===== src/rtl/ttt_game_ctrl_if.sv =====
// rtl/ttt_game_ctrl_if.sv - mouse/menu inputs and board-state outputs of the tic-tac-toe controller
interface ttt_game_ctrl_if;
  logic        start_en;
  logic        new_game;
  logic [11:0] xpos;
  logic [11:0] ypos;
  logic        mouse_left;
  logic [8:0]  cell_occ;
  logic [8:0]  cell_owner;
  logic        turn;
  logic [1:0]  winner;
  logic [8:0]  win_mask;
  logic        game_over;
  logic        move_pulse;
  logic        illegal_pulse;
  logic        timeout_pulse;

  modport slave (
    input  start_en, new_game, xpos, ypos, mouse_left,
    output cell_occ, cell_owner, turn, winner, win_mask, game_over,
           move_pulse, illegal_pulse, timeout_pulse
  );

  modport master (
    output start_en, new_game, xpos, ypos, mouse_left,
    input  cell_occ, cell_owner, turn, winner, win_mask, game_over,
           move_pulse, illegal_pulse, timeout_pulse
  );
endinterface


===== src/rtl/ttt_game_ctrl.sv =====
// rtl/ttt_game_ctrl.sv - tic-tac-toe turn/board controller; MOVE_TIMEOUT_EN adds per-move forfeit timer
module ttt_game_ctrl #(
  parameter bit          FIRST_PLAYER   = 1'b0,
  parameter int unsigned TIMEOUT_CYCLES = 650000000
) (
  input  logic pclk,
  input  logic rst,
  ttt_game_ctrl_if.slave bus
);

  typedef enum logic [2:0] {
    IDLE, ARM, WAIT_PRESS, CHECK, WAIT_RELEASE, OVER
  } state_t;

  // Line order sets win_mask priority when two lines complete together
  localparam logic [8:0] LINES [8] = '{
    9'h007, 9'h038, 9'h1C0, 9'h049, 9'h092, 9'h124, 9'h111, 9'h054
  };

  state_t     state_q, state_d;
  logic       mouse_q;
  logic [8:0] occ_q, occ_d;
  logic [8:0] owner_q, owner_d;
  logic       turn_q, turn_d;
  logic [1:0] winner_q, winner_d;
  logic [8:0] mask_q, mask_d;
  logic       move_q, move_d;
  logic       ill_q, ill_d;
  logic       to_q, to_d;

  logic       press;
  logic [1:0] col_idx, row_idx;
  logic       col_hit, row_hit, hit;
  logic [3:0] hit_idx;
  logic [8:0] mine;
  logic       win_found;
  logic [8:0] win_line;

  assign press = bus.mouse_left & ~mouse_q;

  always_comb begin
    col_hit = 1'b1;
    col_idx = 2'd0;
    if (bus.xpos <= 12'd338)                              col_idx = 2'd0;
    else if (bus.xpos >= 12'd344 && bus.xpos <= 12'd679)  col_idx = 2'd1;
    else if (bus.xpos >= 12'd685 && bus.xpos <= 12'd1023) col_idx = 2'd2;
    else                                                  col_hit = 1'b0;
    row_hit = 1'b1;
    row_idx = 2'd0;
    if (bus.ypos <= 12'd251)                              row_idx = 2'd0;
    else if (bus.ypos >= 12'd259 && bus.ypos <= 12'd507)  row_idx = 2'd1;
    else if (bus.ypos >= 12'd515 && bus.ypos <= 12'd767)  row_idx = 2'd2;
    else                                                  row_hit = 1'b0;
    hit     = col_hit & row_hit;
    hit_idx = 4'(row_idx) * 4'd3 + 4'(col_idx);
  end

  // Cells owned by the player who just moved (turn has not toggled yet in CHECK)
  assign mine = occ_q & (turn_q ? owner_q : ~owner_q);

  always_comb begin
    win_found = 1'b0;
    win_line  = 9'h000;
    for (int i = 7; i >= 0; i--) begin
      if ((mine & LINES[i]) == LINES[i]) begin
        win_found = 1'b1;
        win_line  = LINES[i];
      end
    end
  end

`ifdef MOVE_TIMEOUT_EN
  logic [29:0] cnt_q, cnt_d;
  logic        running, expire, move_now;

  assign running  = bus.start_en &&
                    (state_q == ARM || state_q == WAIT_PRESS || state_q == WAIT_RELEASE);
  assign move_now = (state_q == WAIT_PRESS) && press;
  assign expire   = running && (cnt_q == 30'(TIMEOUT_CYCLES - 1));

  // Counter only lives in the waiting states, so CHECK (after a move) and IDLE clear it
  always_comb begin
    cnt_d = 30'd0;
    if (running && !bus.new_game && !expire && !move_now)
      cnt_d = cnt_q + 30'd1;
  end

  always_ff @(posedge pclk) begin
    if (rst) cnt_q <= 30'd0;
    else     cnt_q <= cnt_d;
  end
`else
  logic unused_timeout;
  assign unused_timeout = ^TIMEOUT_CYCLES;
`endif

  always_comb begin
    state_d  = state_q;
    occ_d    = occ_q;
    owner_d  = owner_q;
    turn_d   = turn_q;
    winner_d = winner_q;
    mask_d   = mask_q;
    move_d   = 1'b0;
    ill_d    = 1'b0;
    to_d     = 1'b0;
    if (bus.new_game) begin
      occ_d    = 9'h000;
      owner_d  = 9'h000;
      turn_d   = FIRST_PLAYER;
      winner_d = 2'b00;
      mask_d   = 9'h000;
      state_d  = bus.start_en ? ARM : IDLE;
    end else begin
      case (state_q)
        IDLE: if (bus.start_en) state_d = ARM;
        ARM: begin
          if (!bus.start_en)        state_d = IDLE;
          else if (!bus.mouse_left) state_d = WAIT_PRESS;
        end
        WAIT_PRESS: begin
          if (!bus.start_en) state_d = IDLE;
          else if (press) begin
            if (hit && !occ_q[hit_idx]) begin
              occ_d[hit_idx]   = 1'b1;
              owner_d[hit_idx] = turn_q;
              move_d           = 1'b1;
              state_d          = CHECK;
            end else begin
              ill_d   = 1'b1;
              state_d = WAIT_RELEASE;
            end
          end
        end
        CHECK: begin
          if (win_found) begin
            winner_d = turn_q ? 2'b10 : 2'b01;
            mask_d   = win_line;
            state_d  = OVER;
          end else if (&occ_q) begin
            winner_d = 2'b11;
            state_d  = OVER;
          end else begin
            turn_d  = ~turn_q;
            state_d = bus.start_en ? WAIT_RELEASE : IDLE;
          end
        end
        WAIT_RELEASE: begin
          if (!bus.start_en)        state_d = IDLE;
          else if (!bus.mouse_left) state_d = WAIT_PRESS;
        end
        OVER:    state_d = OVER;
        default: state_d = IDLE;
      endcase
`ifdef MOVE_TIMEOUT_EN
      // A press landing on the expiry cycle wins over the forfeit
      if (expire && !move_now) begin
        turn_d = ~turn_q;
        to_d   = 1'b1;
      end
`endif
    end
  end

  always_ff @(posedge pclk) begin
    if (rst) begin
      state_q  <= IDLE;
      mouse_q  <= 1'b0;
      occ_q    <= 9'h000;
      owner_q  <= 9'h000;
      turn_q   <= FIRST_PLAYER;
      winner_q <= 2'b00;
      mask_q   <= 9'h000;
      move_q   <= 1'b0;
      ill_q    <= 1'b0;
      to_q     <= 1'b0;
    end else begin
      state_q  <= state_d;
      mouse_q  <= bus.mouse_left;
      occ_q    <= occ_d;
      owner_q  <= owner_d;
      turn_q   <= turn_d;
      winner_q <= winner_d;
      mask_q   <= mask_d;
      move_q   <= move_d;
      ill_q    <= ill_d;
      to_q     <= to_d;
    end
  end

  assign bus.cell_occ      = occ_q;
  assign bus.cell_owner    = owner_q;
  assign bus.turn          = turn_q;
  assign bus.winner        = winner_q;
  assign bus.win_mask      = mask_q;
  assign bus.game_over     = (state_q == OVER);
  assign bus.move_pulse    = move_q;
  assign bus.illegal_pulse = ill_q;
  assign bus.timeout_pulse = to_q;

endmodule


===== src/flat_wrapper.sv =====
// flat-port wrapper written by rule: the top's interface ports become plain ports
module ttt_game_ctrl_flat 
#(
  parameter bit          FIRST_PLAYER   = 1'b0,
  parameter int unsigned TIMEOUT_CYCLES = 650000000
)
  (pclk, rst, bus_start_en, bus_new_game, bus_xpos, bus_ypos, bus_mouse_left, bus_cell_occ, bus_cell_owner, bus_turn, bus_winner, bus_win_mask, bus_game_over, bus_move_pulse, bus_illegal_pulse, bus_timeout_pulse);
  ttt_game_ctrl_if bus_i ();
  input  logic pclk;
  input  logic rst;
  input wire logic [$bits(bus_i.start_en)-1:0] bus_start_en;
  input wire logic [$bits(bus_i.new_game)-1:0] bus_new_game;
  input wire logic [$bits(bus_i.xpos)-1:0] bus_xpos;
  input wire logic [$bits(bus_i.ypos)-1:0] bus_ypos;
  input wire logic [$bits(bus_i.mouse_left)-1:0] bus_mouse_left;
  output wire logic [$bits(bus_i.cell_occ)-1:0] bus_cell_occ;
  output wire logic [$bits(bus_i.cell_owner)-1:0] bus_cell_owner;
  output wire logic [$bits(bus_i.turn)-1:0] bus_turn;
  output wire logic [$bits(bus_i.winner)-1:0] bus_winner;
  output wire logic [$bits(bus_i.win_mask)-1:0] bus_win_mask;
  output wire logic [$bits(bus_i.game_over)-1:0] bus_game_over;
  output wire logic [$bits(bus_i.move_pulse)-1:0] bus_move_pulse;
  output wire logic [$bits(bus_i.illegal_pulse)-1:0] bus_illegal_pulse;
  output wire logic [$bits(bus_i.timeout_pulse)-1:0] bus_timeout_pulse;
  assign bus_i.start_en = bus_start_en;
  assign bus_i.new_game = bus_new_game;
  assign bus_i.xpos = bus_xpos;
  assign bus_i.ypos = bus_ypos;
  assign bus_i.mouse_left = bus_mouse_left;
  assign bus_cell_occ = bus_i.cell_occ;
  assign bus_cell_owner = bus_i.cell_owner;
  assign bus_turn = bus_i.turn;
  assign bus_winner = bus_i.winner;
  assign bus_win_mask = bus_i.win_mask;
  assign bus_game_over = bus_i.game_over;
  assign bus_move_pulse = bus_i.move_pulse;
  assign bus_illegal_pulse = bus_i.illegal_pulse;
  assign bus_timeout_pulse = bus_i.timeout_pulse;
  ttt_game_ctrl #(.FIRST_PLAYER(FIRST_PLAYER), .TIMEOUT_CYCLES(TIMEOUT_CYCLES)) u_core (.pclk(pclk), .rst(rst), .bus(bus_i));
endmodule

===== config.mk =====
export PLATFORM = sky130hd
export DESIGN_NAME = ttt_game_ctrl_flat
export DESIGN_NICKNAME = d
export VERILOG_FILES = /design/src/rtl/ttt_game_ctrl_if.sv /design/src/rtl/ttt_game_ctrl.sv /design/src/flat_wrapper.sv
export SDC_FILE = /design/constraint.sdc
export NUM_CORES = 1
export LEC_CHECK = 0
export BUFFER_PORTS_ARGS = -buffer_cell sky130_fd_sc_hd__buf_2
export CAP_MARGIN = 10
export CORE_MARGIN = 1.5
export CORE_UTILIZATION = 40
export CTS_CLUSTER_SIZE = 40
export DETAILED_ROUTE_END_ITERATION = 10
export PLACE_DENSITY = 0.69
export SLEW_MARGIN = 10
export SYNTH_ARGS = -nofsm -noshare
export SYNTH_HDL_FRONTEND = slang
export SYNTH_SLANG_ARGS = --single-unit

===== constraint.sdc =====
create_clock -name pclk -period 4.61 [get_ports pclk]
set_input_delay 0.2305 -clock pclk [delete_from_list [all_inputs] [get_ports pclk]]
set_output_delay 0.2305 -clock pclk [all_outputs]
set_load 0.1 [all_outputs]

==> metrics.md, run 1 <==
| Metric | Value |
|---|---|
| Row cnt | `27` |
| Asr flop ratio synth | `0%` |
| Status | `finished clean` |
| Vias in the first global route | `2228` |
| Count of different cell masters after synthesis | `60` |
| Pwr Density | `about 240 nW/µm²` |
| Synth top area share | `between 30% and 40%` |
| Synth Flop Type | `dfxtp_1` |
| Die W | `around 80 µm` |
| Synthesized area per cell | `8.18 µm²` |
| TritonCTS Sinks | `36` |
| Number of max-cap violations | `0` |
| Largest net degree at the start of global routing | `25` |
| Chip Height | `between 80 and 90 µm` |
| RSZ-0062 raised after global routing | `no` |
| Worst slack, placed | `slightly above 0.6 ns` |
| CP Max Fanout | `14` |
| Post-Syn Area | `2370 µm²` |
| Seq cells post-synth | `36` |
| Core Util, Final | `between 40 and 50%` |
| CTS tree | `built` |
| TNS Setup | `0 ns` |
| Via-to-Cell Ratio | `~5.7` |
| Initial DRT Pass Iterations | `4` |
| Wire per inst | `15.0 µm` |
| Initial DRC count | `249` |
| Clock Skew | `~0.0048 ns` |
| Gpl congestion | `~0.9` |
| Number of synthesized flops with an enable pin | `0` |
| Post-cts gate resize count | `0` |
| Grt ovf | `0` |
| Synth warnings | `0` |
| HP Class | `input pin to flop` |
| Die area | `~6400 µm²` |
| Crit Path Class | `input pin to flop` |
| Sequential-to-total area share from yosys stat | `around 30%` |
| Final period util | `between 80% and 90%` |
| CTS Buf Count | `5` |
| Clk_lat worst skew | `0.29 ns` |
| PortBufs | `between 60 and 70` |
| Post-CTS setup buffers | `0` |
| Antenna-violating nets left | `0` |
| Syn Nets | `approximately 320` |
| Max Slew Vio Count | `0` |
| Area grow syn2layout | `18.0%` |
| Critical Path Start Type | `input pin` |
| Measured slew at the worst slew-check pin | `roughly 0.82 ns` |
| First-pass GRT wire length | `10800 µm` |
| Antenna violations before repair | `0` |
| Layout cell share with drive strength beyond 1 | `25.5%` |
| Clock slew at reported path FFs | `around 0.070 ns` |
| Via count | `~2400` |
| Min Tclk post-route | `about 3.7 ns` |
| Longest Clk Path Bufs | `2` |
| GRT Util Overall | `approximately a fifth` |
| Core ar. | `around 5600 µm²` |
| Root buffer cell | `clkbuf_8` |
| Final net count | `378` |
| Hold Slack | `between 0.15 and 0.2 ns` |
| Top-count cell post-synth | `dfxtp_1` |
| Top post-synthesis cells by count | `36 x dfxtp_1, 30 x nand2_1, 24 x nor2_1, 18 x a21oi_1, 16 x nand4_1` |
| WP data required | `between 4 and 5 ns` |
| Worst Setup Slack, final | `0.888 ns` |
| Number of remaining DRC errors | `0` |
| Fmax | `between 0.2 and 0.3 GHz` |
| Final HPWL from detailed placement | `between 4000 and 5000 µm` |
| Arrival time at the worst endpoint | `3.89 ns` |
| N_diodes | `0` |
| I/O pins | `63` |
| Htree depth | `2` |
| Hold Fails Final Rpt | `0` |
| Syn Inst Count | `a little under 300` |
| Initial Utilization | `between 40 and 50%` |
| Post-CTS Hold Fix Bufs | `0` |
| Leakage | `0.00120 µW` |
| Max IR drop VDD | `0.119 mV` |
| Final wirelength | `6260 µm` |
| Count of final setup violators | `0` |
| Top cells by area, synth | `dfxtp_1 30%, nand2_1 4.7%, mux2i_1 4.6%, nand4_1 4.2%, a21oi_1 3.8%` |
| Synth area leader | `dfxtp_1` |
| Worst Setup End Kind | `flop` |
| Slew HR | `roughly 45%` |
-- layout by cell type (no fill, tap or decap), types with 4 or more instances in the layout --
cell type,n
a211oi_1,5
a21oi_1,18
a221oi_1,4
and3_1,5
buf_2,61
clkbuf_8,5
dfxtp_1,36
inv_1,13
mux2i_1,11
nand2_1,30
nand3_1,9
nand4_1,16
nor2_1,24
nor2b_1,6
nor3_1,12
nor4_1,5
o211ai_1,7
o21ai_0,8
-- report_power, final --
part | switching [µW] | internal [µW] | leakage [µW] | total [µW]
Combinational | 41.2 | 28.0 | 0.000853 | 69.2
Clock | 114 | 160 | 0.0000552 | 274
Sequential | 2.72 | 312 | 0.000290 | 315
Total | 158 | 501 | 0.00120 | 659
-- through the flow --
| stage | instances | area (µm²) | power (µW) |
|---|---|---|---|
| final | 417 | 2800 | 659 |
| after global routing | 417 | 2800 | 688 |
| after CTS | 417 | 2800 | 662 |
| after detailed placement | 409 | 2690 | 391 |
| after global placement | 409 | 2690 | 390 |
| after floorplan | 290 | 2370 | 366 |
-- state kept, by name, indices dropped and copies added, names as in the netlist --
signal	count
u_core.bus.cell_owner	9
u_core.bus.winner	2
u_core.mouse_q	1
u_core.bus.win_mask	9
u_core.bus.illegal_pulse	1
u_core.bus.cell_occ	9
u_core.bus.move_pulse	1
u_core.bus.turn	1
u_core.state_q	3
-- critical path, cell delays in order --
cell,delay [ns]
buf_2,0.13
nor4bb_1,0.27
nand4b_1,0.18
o32a_1,0.25
inv_1,0.08
fa_1,0.44
ha_1,0.24
fa_1,0.67
mux4_2,0.35
mux2i_1,0.14
nor2_1,0.07
a311oi_2,0.23
buf_4,0.24
nand4_1,0.19
mux2i_1,0.16
-- cell families (layout without fill, tap and decap cells) --
logic type / Yosys count / count (layout) / share of synthesized area [%]
AOI/OAI and AO/OA: 69 / 69 / 21.7
xor gates and xnor gates: 2 / 2 / 0.739
adders and majority gates: 5 / 5 / 3.27
buffers and inverters: 29 / 84 / 5.91
DFF: 36 / 36 / 30.4
muxes: 13 / 13 / 6.54
other: 1 / 1 / 0.158
and+or+nand+nor: 135 / 135 / 31.3
-- cell type report --
| cell class | instances | area [µm²] |
|---|---|---|
| Fill cell | 586 | 2810 |
| Inverter | 13 | 48.8 |
| Timing Repair Buffer | 63 | 320 |
| Multi-Input combinational cell | 225 | 1510 |
| Sequential cell | 36 | 721 |
| Clock buffer | 6 | 72.6 |
| Tap cell | 72 | 90.1 |
| Clock inverter | 2 | 35.0 |
-- final timing paths --
path | slack [ns] | start | endpoint | cells past startpoint
setup / recovery | 0.89 | bus_xpos[8] | u_core.bus.cell_owner[3] | 15
setup reg to reg | 1.74 | u_core.bus.turn | u_core.bus.win_mask[4] | 6
hold reg to reg | 0.45 | u_core.bus.win_mask[7] | u_core.bus.win_mask[7] | 2
hold / removal | 0.16 | rst | u_core.mouse_q | 2
-- routing by layer --
metal	share of wire (%)	vias up	GRT usage, %
met5	0	-	0
met4	1.7	0	6.90
met3	6.6	14	3.66
met2	46	91	33.9
met1	46	1101	28.9
li1	-	1190	-
No activity file was read; power rests on OpenSTA's default activity.
==> run 2: changes to the inputs <==
Clock period 4.61 ns to 3.85 ns, I/O delays scaled along.
==> metrics.md, run 2 (synthesis gave the netlist of run 1 again) <==
| Metric | Value |
|---|---|
| Status | `finished clean` |
| Initial Utilization | `42.3% (unchanged)` |
| Area grow syn2layout | `18.1%` |
| Post-CTS Hold Fix Bufs | `0 (unchanged)` |
| Post-Place Cells | `411 (+0.49%)` |
| Worst slack, placed | `0.0163 ns (-0.587 ns)` |
| Die area | `6400 µm² (unchanged)` |
| Critical-path cell list | `buf_2, nor2_1, nand2_1, nor4b_1, fa_1, ha_1, fa_1, mux4_2, mux2i_1, nor2_1, a311oi_2, buf_4, nand4_1, mux2i_1` |
| Final period util | `roughly nine tenths` |
| Gpl congestion | `0.913 (-0.69%)` |
| Layout cell share with drive strength beyond 1 | `26.0% (+0.50 points)` |
| Post-CTS setup buffers | `0 (unchanged)` |
| Max Slew Vio Count | `0 (unchanged)` |
| Crit Path Class | `input pin to flop` |
| WP data required | `4.01 ns (-0.76 ns)` |
| Fillers | `572 (-2.4%)` |
| Clk_lat worst skew | `0.29 ns (about the same)` |
| Peak per-stage delay on the critical path | `0.54 ns (-0.13 ns)` |
| Gr busiest metal | `met2` |
| Final net count | `380 (+0.53%)` |
| Pwr Density | `268 nW/µm² (+14%)` |
| Post-cts gate resize count | `0 (unchanged)` |
| Antenna-violating nets left | `0 (unchanged)` |
| Largest net degree at the start of global routing | `22 (-12%)` |
| Hold Fails Final Rpt | `0 (unchanged)` |
| Final wirelength | `6400 µm (+2.1%)` |
| I/O pins | `63 (unchanged)` |
| First-pass GRT wire length | `10600 µm (-2.2%)` |
| Chip Height | `80.0 µm (unchanged)` |
| CP bufs+invs | `2 (-1)` |
| Wire per inst | `15.3 µm (+1.9%)` |
| Core Util, Final | `50.0% (+0.067 points)` |
| Core ar. | `5610 µm² (unchanged)` |
| Max IR drop VDD | `0.212 mV (+78%)` |
| Worst Setup End Kind | `flop` |
| HP Class | `input pin to flop` |
| Arrival time at the worst endpoint | `3.68 ns (-0.21 ns)` |
| Clock slew at reported path FFs | `0.07 ns (about the same)` |
| CTS Buf Count | `5 (unchanged)` |
| RSZ-0062 raised after global routing | `no` |
| Met1 Usage GRT | `29.2% (+0.29 points)` |
| Row cnt | `27 (unchanged)` |
| TritonCTS Sinks | `36 (unchanged)` |
| Via count | `2426 (+1.3%)` |
| GRT Util Overall | `21.2% (-0.039 points)` |
| Longest Clk Path Bufs | `2 (unchanged)` |
| Met3 Resource Use GR | `3.31% (-0.34 points)` |
| Clock Skew | `0.00493 ns (+0.000155 ns)` |
| Count of final setup violators | `0 (unchanged)` |
| Via-to-Cell Ratio | `5.80 (+1.0%)` |
| Finished Layout Cells | `418 (+0.24%)` |
| PortBufs | `61 (unchanged)` |
| Register area | `721 µm² (unchanged)` |
| Measured slew at the worst slew-check pin | `1.00 ns (+0.181 ns)` |
| Critical Path Start Type | `input pin` |
| Worst Setup Slack, final | `0.331 ns (-0.557 ns)` |
| Htree depth | `2 (unchanged)` |
| Grt met2 use | `33.5% (-0.42 points)` |
| Die W | `80.0 µm (unchanged)` |
| Min Tclk post-route | `~3.5 ns` |
| CTS tree | `built` |
| Final HPWL from detailed placement | `4880 µm (+4.7%)` |
| Tot Pwr | `750 µW (+14%)` |
| Vias in the first global route | `2158 (-3.1%)` |
| Leakage | `0.00120 µW (+0.41%)` |
| Antenna violations before repair | `0 (unchanged)` |
| Footprint of the multi-input gates | `1510 µm² (unchanged)` |
| Initial DRT Pass Iterations | `4 (unchanged)` |
| Delay-heaviest family, CP | `adder cells` |
| Number of max-cap violations | `0 (unchanged)` |
| Commonest non-fill, non-tap cell in the layout | `buf_2` |
| TNS Setup | `0 ns (unchanged)` |
| Number of remaining DRC errors | `0 (unchanged)` |
| Most frequent cells in the layout | `61 x buf_2, 36 x dfxtp_1, 30 x nand2_1` |
| Fmax | `between 0.2 and 0.3 GHz` |
| Slew HR | `32.8% (-12 points)` |
| Root buffer cell | `clkbuf_8` |
| CP Max Fanout | `14 (unchanged)` |
| Grt ovf | `0 (unchanged)` |
| N_diodes | `0 (unchanged)` |
| Initial DRC count | `162 (-35%)` |
| Slowest cell on the critical path | `fa_1` |
run 2: layout make-up:
type                    count  area share, %
flip-flops and latches     36           25.7
inverters                  13           1.74
clock buffers               7           3.44
well taps                  72           3.21
repair buffers             65           12.0
multi-input cells         225           53.9
run 2: power by group:
| group | total (µW) | switching, µW | internal (µW) | leakage [µW] |
|---|---|---|---|---|
| combinational | 85.3 | 50.1 | 35.2 | 0.000863 |
| clock | 288 | 129 | 159 | 0.0000503 |
| sequential | 377 | 3.31 | 374 | 0.000290 |
| total | 750 | 182 | 569 | 0.00120 |
run 2: worst paths after layout:
path | startpoint | to | slack (ns) | depth (start not counted)
worst min-delay path | rst | u_core.mouse_q | 0.13 | 2
worst max-delay path | bus_ypos[10] | u_core.bus.cell_owner[3] | 0.33 | 14
worst min register to register | u_core.bus.win_mask[7] | u_core.bus.win_mask[7] | 0.45 | 2
worst max register to register | u_core.bus.turn | u_core.bus.win_mask[4] | 1.00 | 6
run 2: layer usage:
metal	wire [µm]	vias to the layer above
li1	-	1203
met1	3030	1137
met2	2920	78
met3	355	8
met4	95	0
met5	0	-
run 2: through the flow:
stage / hold slack [ns] / instance area (µm²)
floorplan: 0.264 / 2370
finish: 0.132 / 2800
global route: 0.136 / 2800
global placement: 0.435 / 2710
detailed placement: 0.434 / 2710
CTS: 0.129 / 2800
run 2: worst register-to-register path: cells and delay by family, from the launching register on:
| family | cells | cell delay, ns |
|---|---|---|
| AO/OA/AOI/OAI | 3 | 1.08 |
| AND/OR/NAND/NOR | 3 | 0.98 |
| flip-flops | 1 | 0.74 |
